`src/rtl/line_burst_gen_pkg.sv`:
```
// line_burst_gen_pkg: shared cache constants and burst FSM state type.
package line_burst_gen_pkg;
    localparam int LINE_WORDS = 4;
    typedef enum logic [1:0] {
        ST_IDLE = 2'd0,
        ST_REQ  = 2'd1,
        ST_DONE = 2'd2
    } state_e;
endpackage

```
`src/rtl/line_burst_gen_if.sv`:
```
// line_burst_gen_if: start request and memory word-request signals of the burst generator.
interface line_burst_gen_if #(
    parameter int OFFW = 2
);
    logic            start_i;
    logic [9:0]      base_addr_i;
    logic [OFFW-1:0] crit_word_i;
    logic            wr_i;
    logic            mem_ready_i;
    logic            mem_req_o;
    logic [9:0]      mem_addr_o;
    logic            mem_we_o;
    logic [OFFW-1:0] word_idx_o;
    logic            busy_o;
    logic            done_o;
    modport master (
        input  start_i, base_addr_i, crit_word_i, wr_i, mem_ready_i,
        output mem_req_o, mem_addr_o, mem_we_o, word_idx_o, busy_o, done_o
    );
    modport slave (
        output start_i, base_addr_i, crit_word_i, wr_i, mem_ready_i,
        input  mem_req_o, mem_addr_o, mem_we_o, word_idx_o, busy_o, done_o
    );
endinterface

```
`src/rtl/line_burst_gen_adder.sv`:
```
// adder_10bit: 10-bit word-address adder, carry discarded.
module adder_10bit (
    input  logic [9:0] a_i,
    input  logic [9:0] b_i,
    output logic [9:0] sum_o
);
    assign sum_o = a_i + b_i;
endmodule

```
`src/rtl/line_burst_gen.sv`:
```
// line_burst_gen: critical-word-first cache line burst sequencer.
module line_burst_gen
    import line_burst_gen_pkg::*;
#(
    parameter int WORDS = LINE_WORDS,
    parameter int OFFW  = $clog2(WORDS)
) (
    input logic clk_i,
    input logic rst_i,
    line_burst_gen_if.master bus
);
    localparam logic [9:0] ALIGN = ~10'(WORDS - 1);
    state_e          state_q, state_d;
    logic [OFFW-1:0] cnt_q, cnt_d, crit_q, crit_d, idx;
    logic [9:0]      base_q, base_d, sum;
    logic            wr_q, wr_d, in_req;
    assign in_req = state_q == ST_REQ;
    assign idx    = crit_q + cnt_q;
    adder_10bit u_add (
        .a_i  (base_q),
        .b_i  ({{(10 - OFFW){1'b0}}, idx}),
        .sum_o(sum)
    );
    always_comb begin
        state_d = state_q;
        cnt_d   = cnt_q;
        base_d  = base_q;
        crit_d  = crit_q;
        wr_d    = wr_q;
        if (state_q == ST_IDLE && bus.start_i) begin
            state_d = ST_REQ;
            cnt_d   = '0;
            base_d  = bus.base_addr_i & ALIGN;
            crit_d  = bus.crit_word_i;
            wr_d    = bus.wr_i;
        end else if (in_req && bus.mem_ready_i) begin
            cnt_d   = cnt_q + OFFW'(1);
            state_d = cnt_q == OFFW'(WORDS - 1) ? ST_DONE : ST_REQ;
        end else if (state_q == ST_DONE) begin
            state_d = ST_IDLE;
        end
    end
    always_ff @(posedge clk_i) begin
        if (rst_i) begin
            state_q <= ST_IDLE;
            cnt_q   <= '0;
            base_q  <= '0;
            crit_q  <= '0;
            wr_q    <= 1'b0;
        end else begin
            state_q <= state_d;
            cnt_q   <= cnt_d;
            base_q  <= base_d;
            crit_q  <= crit_d;
            wr_q    <= wr_d;
        end
    end
    // outside REQ the address/index buses park on the latched line base and critical word
    assign bus.mem_req_o  = in_req;
    assign bus.mem_we_o   = in_req & wr_q;
    assign bus.word_idx_o = in_req ? idx : crit_q;
    assign bus.mem_addr_o = in_req ? sum : base_q;
    assign bus.busy_o     = state_q != ST_IDLE;
    assign bus.done_o     = state_q == ST_DONE;
endmodule

```
`src/flat_wrapper.sv`:
```
// flat-port wrapper written by rule: the top's interface ports become plain ports
module line_burst_gen_flat import line_burst_gen_pkg::*;
#(
    parameter int WORDS = LINE_WORDS,
    parameter int OFFW  = $clog2(WORDS)
)
  (clk_i, rst_i, bus_start_i, bus_base_addr_i, bus_crit_word_i, bus_wr_i, bus_mem_ready_i, bus_mem_req_o, bus_mem_addr_o, bus_mem_we_o, bus_word_idx_o, bus_busy_o, bus_done_o);
  line_burst_gen_if #(.OFFW(OFFW)) bus_i ();
  input logic clk_i;
  input logic rst_i;
  input wire logic [$bits(bus_i.start_i)-1:0] bus_start_i;
  input wire logic [$bits(bus_i.base_addr_i)-1:0] bus_base_addr_i;
  input wire logic [$bits(bus_i.crit_word_i)-1:0] bus_crit_word_i;
  input wire logic [$bits(bus_i.wr_i)-1:0] bus_wr_i;
  input wire logic [$bits(bus_i.mem_ready_i)-1:0] bus_mem_ready_i;
  output wire logic [$bits(bus_i.mem_req_o)-1:0] bus_mem_req_o;
  output wire logic [$bits(bus_i.mem_addr_o)-1:0] bus_mem_addr_o;
  output wire logic [$bits(bus_i.mem_we_o)-1:0] bus_mem_we_o;
  output wire logic [$bits(bus_i.word_idx_o)-1:0] bus_word_idx_o;
  output wire logic [$bits(bus_i.busy_o)-1:0] bus_busy_o;
  output wire logic [$bits(bus_i.done_o)-1:0] bus_done_o;
  assign bus_i.start_i = bus_start_i;
  assign bus_i.base_addr_i = bus_base_addr_i;
  assign bus_i.crit_word_i = bus_crit_word_i;
  assign bus_i.wr_i = bus_wr_i;
  assign bus_i.mem_ready_i = bus_mem_ready_i;
  assign bus_mem_req_o = bus_i.mem_req_o;
  assign bus_mem_addr_o = bus_i.mem_addr_o;
  assign bus_mem_we_o = bus_i.mem_we_o;
  assign bus_word_idx_o = bus_i.word_idx_o;
  assign bus_busy_o = bus_i.busy_o;
  assign bus_done_o = bus_i.done_o;
  line_burst_gen #(.WORDS(WORDS), .OFFW(OFFW)) u_core (.clk_i(clk_i), .rst_i(rst_i), .bus(bus_i));
endmodule
```
`config.mk`:
```
export PLATFORM = sky130hd
export DESIGN_NAME = line_burst_gen_flat
export DESIGN_NICKNAME = d
export VERILOG_FILES = /design/src/rtl/line_burst_gen_pkg.sv /design/src/rtl/line_burst_gen_if.sv /design/src/rtl/line_burst_gen_adder.sv /design/src/rtl/line_burst_gen.sv /design/src/flat_wrapper.sv
export SDC_FILE = /design/constraint.sdc
export NUM_CORES = 1
export LEC_CHECK = 0
export CORE_MARGIN = 5
export CORE_UTILIZATION = 33
export CTS_CLUSTER_DIAMETER = 150
export DETAILED_ROUTE_END_ITERATION = 12
export PLACE_DENSITY_LB_ADDON = 0.3
export SLEW_MARGIN = 25
export SYNTH_ARGS = -nofsm -noshare
export SYNTH_HDL_FRONTEND = slang
export SYNTH_SLANG_ARGS = --single-unit
```
`constraint.sdc`:
```
create_clock -name clk_i -period 1.8 [get_ports clk_i]
set_input_delay 0.36 -clock clk_i [delete_from_list [all_inputs] [get_ports clk_i]]
set_output_delay 0.36 -clock clk_i [all_outputs]
set_load 0.02 [all_outputs]
```
Word-level counts from Yosys, hierarchy flattened --
Cells that the tools add are included.
Word-level totals: bits in registers 15, bits of input ports 17, output and inout port bits 16, logic and storage cells 26
Cells by class: add/subtract/negate cells 3, equality and inequality tests 3, multiplexer cells 6, bitwise logic cells 1, reductions and logical operators 7
Operators with widths (number):
- $add A10 B2 Y10 | 1
- $mux W10 | 1
- $mux W2 | 4
- $eq A2 B2 Y1 const B | 2
- $reduce_bool A2 Y1 | 2
- $reduce_bool A3 Y1 | 1
- $add A2 B1 Y2 const B | 1
- $add A2 B2 Y2 | 1
- $eq A2 B1 Y1 const B | 1
- $logic_and A1 B1 Y1 | 2
- $logic_not A2 Y1 | 1
- $reduce_or A2 Y1 | 1
- $and A1 B1 Y1 | 1
- $mux W1 | 1

Depth between registers and ports, before layout --
depth after elaboration 4, mapped depth 4, gate-level depth less buffers 4

By module --
From an unflattened synthesis, not the netlist that was laid out.
Second synthesis, totals: cell total of the unflattened synthesis 137, area, all modules 1182.4 µm²
Modules (own cells, without submodules):
- line_burst_gen | times used 1, cells an instance 86, area each 797.0 µm², seq. area each 300.3 µm²
- adder_10bit | times used 1, cells an instance 51, area each 385.4 µm², seq. area each 0.0 µm²

Worst setup path after synthesis --
OpenSTA, ideal clock, no wires.
path kind reg2out, start reg u_core.state_q[0], end out bus_word_idx_o[1], arrival time 1.257 ns, data required time 1.440 ns, setup slack 0.183 ns, stages on the path, launching flop included 4, path buffers 0, cells stage by stage dfxtp_1 -> nor2b_2 -> nand2_1 -> xnor2_1
Between the ends: longest elaborated chain between the ends 2
Ends and longest elaborated chain:
- start: declaration | line line_burst_gen.sv:13 | state_e state_q, state_d;
- start signal: assignment | line line_burst_gen.sv:51 | state_q <= state_d;
- $eq A2 B1 Y1 | line line_burst_gen.sv:17 | assign in_req = state_q == ST_REQ;
- named net bus_mem_req_o | line flat_wrapper.sv:16 | output wire logic [$bits(bus_i.mem_req_o)-1:0] bus_mem_req_o;
- $mux W2 | line line_burst_gen.sv:61 | assign bus.word_idx_o = in_req ? idx : crit_q;
- end: declaration | line flat_wrapper.sv:19 | output wire logic [$bits(bus_i.word_idx_o)-1:0] bus_word_idx_o;
The timed path passes the listed nets, and every way through them passes these cells.

Worst setup path in the final report --
start reg u_core.crit_q[0], end out bus_mem_addr_o[1]
Between the ends: longest elaborated chain between the ends 3
Ends and longest elaborated chain:
- start: declaration | line line_burst_gen.sv:14 | logic [OFFW-1:0] cnt_q, cnt_d, crit_q, crit_d, idx;
- start signal: assignment | line line_burst_gen.sv:54 | crit_q <= crit_d;
- $add A2 B2 Y2 | line line_burst_gen.sv:18 | assign idx = crit_q + cnt_q;
- $add A10 B2 Y10 | line line_burst_gen_adder.sv:7 | assign sum_o = a_i + b_i;
- $mux W10 | line line_burst_gen.sv:62 | assign bus.mem_addr_o = in_req ? sum : base_q;
- end: declaration | line flat_wrapper.sv:17 | output wire logic [$bits(bus_i.mem_addr_o)-1:0] bus_mem_addr_o;
Every way passes these cells.

==> flow_metrics.tcl <==
set metrics [dict create \
    timing.rr.end "u_core.crit_q[0]" \
    min_from "u_core.wr_q" \
    ant_nets 0 \
    finalSetupTns_ns 0 \
    end_kind "output port" \
    drt_iter0_drc 2 \
    core_um2 1922 \
    hold_violations 0 \
    wl_per_cell_um 11.23 \
    first_global_vias 613 \
    port_buffers 30 \
    rr_worst_depth 4 \
    numCtsBuffers 3 \
    r2r_setup_slack_ns 0.42 \
    row_count 16 \
    syn_to_final_growth_pct 63.72 \
    crit_required_ns 1.44 \
    path_clk_slew_ns 0.08 \
    startpoint_type "register" \
    grt_max_degree 16 \
    powerDensity_nw_per_um2 671.1 \
    final_util 0.5553 \
    fmax_mhz 577.6 \
    grt_pass1_wl_um 2539 \
    insertedDiodeCount 0 \
    drive_above_1_share 0.2222 \
    floorplan.initialDensity 0.3392 \
    syn_inst 76 \
    status "completed" \
    critPathKind "register to output port" \
    worstMarginPinSlew_ns 0.4181 \
    hpwl_um 1199 \
    cts_hold_buf 0 \
    die_x_um 54.45 \
    root_buffer "clkbuf_4" \
    crit_arrival_ns 1.37 \
    cts_buffer_depth 2 \
    yosysWarnings 0 \
    dieArea_um2 2964 \
    gp_congestion 0.7611 \
    mappedNetlistArea_um2 651.9 \
    vias 642 \
    cap_violations 0 \
    hp-class "register to register" \
    synth_seq_area_share 0.4607 \
    synth_cell_types 22 \
    grt-ovfl-total 0 \
    grtUsageTotal 0.1225 \
    relSlewSlack 0.7213 \
    final_nets 137 \
    yosysTopAreaCell "dfxtp_1" \
    netlist.area_leader.share 0.4607 \
    min_period_ns 1.731 \
    drt_wl_total_um 1617 \
    tritoncts "done" \
    htree_levels 1 \
    cp_max_fo 2 \
    syn_nets 95 \
    syn_area_per_cell_um2 8.577 \
    firstDrtPassIters 3 \
    whs_path_depth 2 \
    die_h_um 54.45 \
    antenna_found_initial 0 \
    via_per_inst 4.458 \
    worst_skew_pair.late_latency_ns 0.27 \
    p_leak_uw 0.0004674 \
    drt_drc_violations_left 0 \
    ir_worst_vdd_uv 461.0 \
    cts.sinks 15 \
    synth_seq_cells 15 \
    synth.area.top_cells "dfxtp_1 (46%), nand2_1 (14%), a21oi_1 (9.2%)" \
    setup_viol 0 \
    period_share 0.9618 \
    finalWorstSetupSlack_ns 0.06872 \
    r2r_start "u_core.state_q[1]" \
    slew_viol_final 0 \
    pre_cts_slack_ns -0.1382 \
    layout_common_cells "nand2_1 (24), clkdlybuf4s50_1 (22), a21oi_1 (12), dfxtp_1 (12), buf_4 (11)" \
    hold_end "u_core.wr_q" \
    fin_skew_ns 0.002504 \
    io_pins 33 \
    final_common_cell "nand2_1" \
]
==> cell type report <==
class	instances	area, µm²
tap	27	33.78
clock buffer	4	26.28
multi-input combinational	58	346.6
timing repair buffer	40	356.6
sequential	15	304.0
fill	206	854.6
==> synth_stat cells <==
library cell / n
nand2_1: 24
dfxtp_1: 15
a21oi_1: 12
and2_1: 3
xor2_1: 3
ha_1: 2
nor3_1: 2
a21oi_2: 1
buf_2: 1
buf_6: 1
clkbuf_1: 1
mux2_2: 1
mux2i_1: 1
nand3b_1: 1
nor2b_1: 1
nor2b_2: 1
nor3b_1: 1
nor3b_2: 1
o21ai_0: 1
or2_2: 1
or3b_1: 1
xnor2_1: 1
==> logic make-up after synthesis <==
group,count (synthesis),share of synthesized area
simple gates,36,0.2707
compound gates,14,0.1132
mux,2,0.03263
flops,15,0.4607
fa+ha+maj,2,0.03838
buf+inv,3,0.03070
xor+xnor,4,0.05375
==> repair_timing <==
item / in CTS / in global routing
buffers inserted: 0 / 2
endpoints found under the hold margin: 0 / 0
gates resized for setup: 19 / 6
endpoints found under the setup margin: 8 / 4
pin swaps: 0 / 2
==> flip-flops by register name (all words and copies together) (netlist names) <==
register	flops
u_core.wr_q	1
u_core.cnt_q	2
u_core.base_q	8
u_core.state_q	2
u_core.crit_q	2
==> routing by layer <==
metal  up-vias  wire length (µm)  global-route usage
met5         -                 0                   0
met2        19               835              0.2231
li1        330                 -                   -
met4         0                 0             0.04979
met3         0               149             0.05177
met1       293               632              0.1207
==> power by group <==
group | internal (µW) | switching [µW] | total, µW | leakage, µW
registers | 350 | 9.32 | 360 | 0.000124
logic | 91.4 | 80.4 | 172 | 0.000328
clock network | 85.8 | 99.0 | 185 | 0.0000150
total | 528 | 189 | 716 | 0.000467
==> worst max-delay path by stage <==
| stage | start | endpoint | slack, ns | cells after the start |
|---|---|---|---|---|
| after floorplan | u_core.state_q[0] | bus_word_idx_o[1] | 0.18 | 3 |
| after global placement | u_core.crit_q[0] | bus_mem_addr_o[1] | -0.11 | 5 |
| after detailed placement | u_core.crit_q[0] | bus_mem_addr_o[1] | -0.14 | 5 |
| after CTS | u_core.crit_q[0] | bus_word_idx_o[0] | 0.02 | 3 |
| after global routing | u_core.crit_q[0] | bus_mem_addr_o[1] | -0.01 | 5 |
| final | u_core.crit_q[0] | bus_mem_addr_o[1] | 0.07 | 5 |
==> stage by stage <==
stage / hold WS [ns] / cell area [µm²] / std cells / power (µW)
floorplan: 0.4291 / 651.9 / 76 / 449.1
global placement: 0.4415 / 1026 / 138 / 537.2
detailed placement: 0.4503 / 1026 / 138 / 541.6
CTS: 0.4625 / 1050 / 142 / 724.5
global route: 0.4870 / 1067 / 144 / 761.5
finish: 0.4557 / 1067 / 144 / 716.2
==> critical path, cell delays in order, from the launching register on <==
cell     delay, ns
dfxtp_2       0.33
ha_2          0.18
xor2_2        0.15
xor2_1        0.16
and2_1        0.13
buf_4         0.15
(Power assumes the default switching activity.)
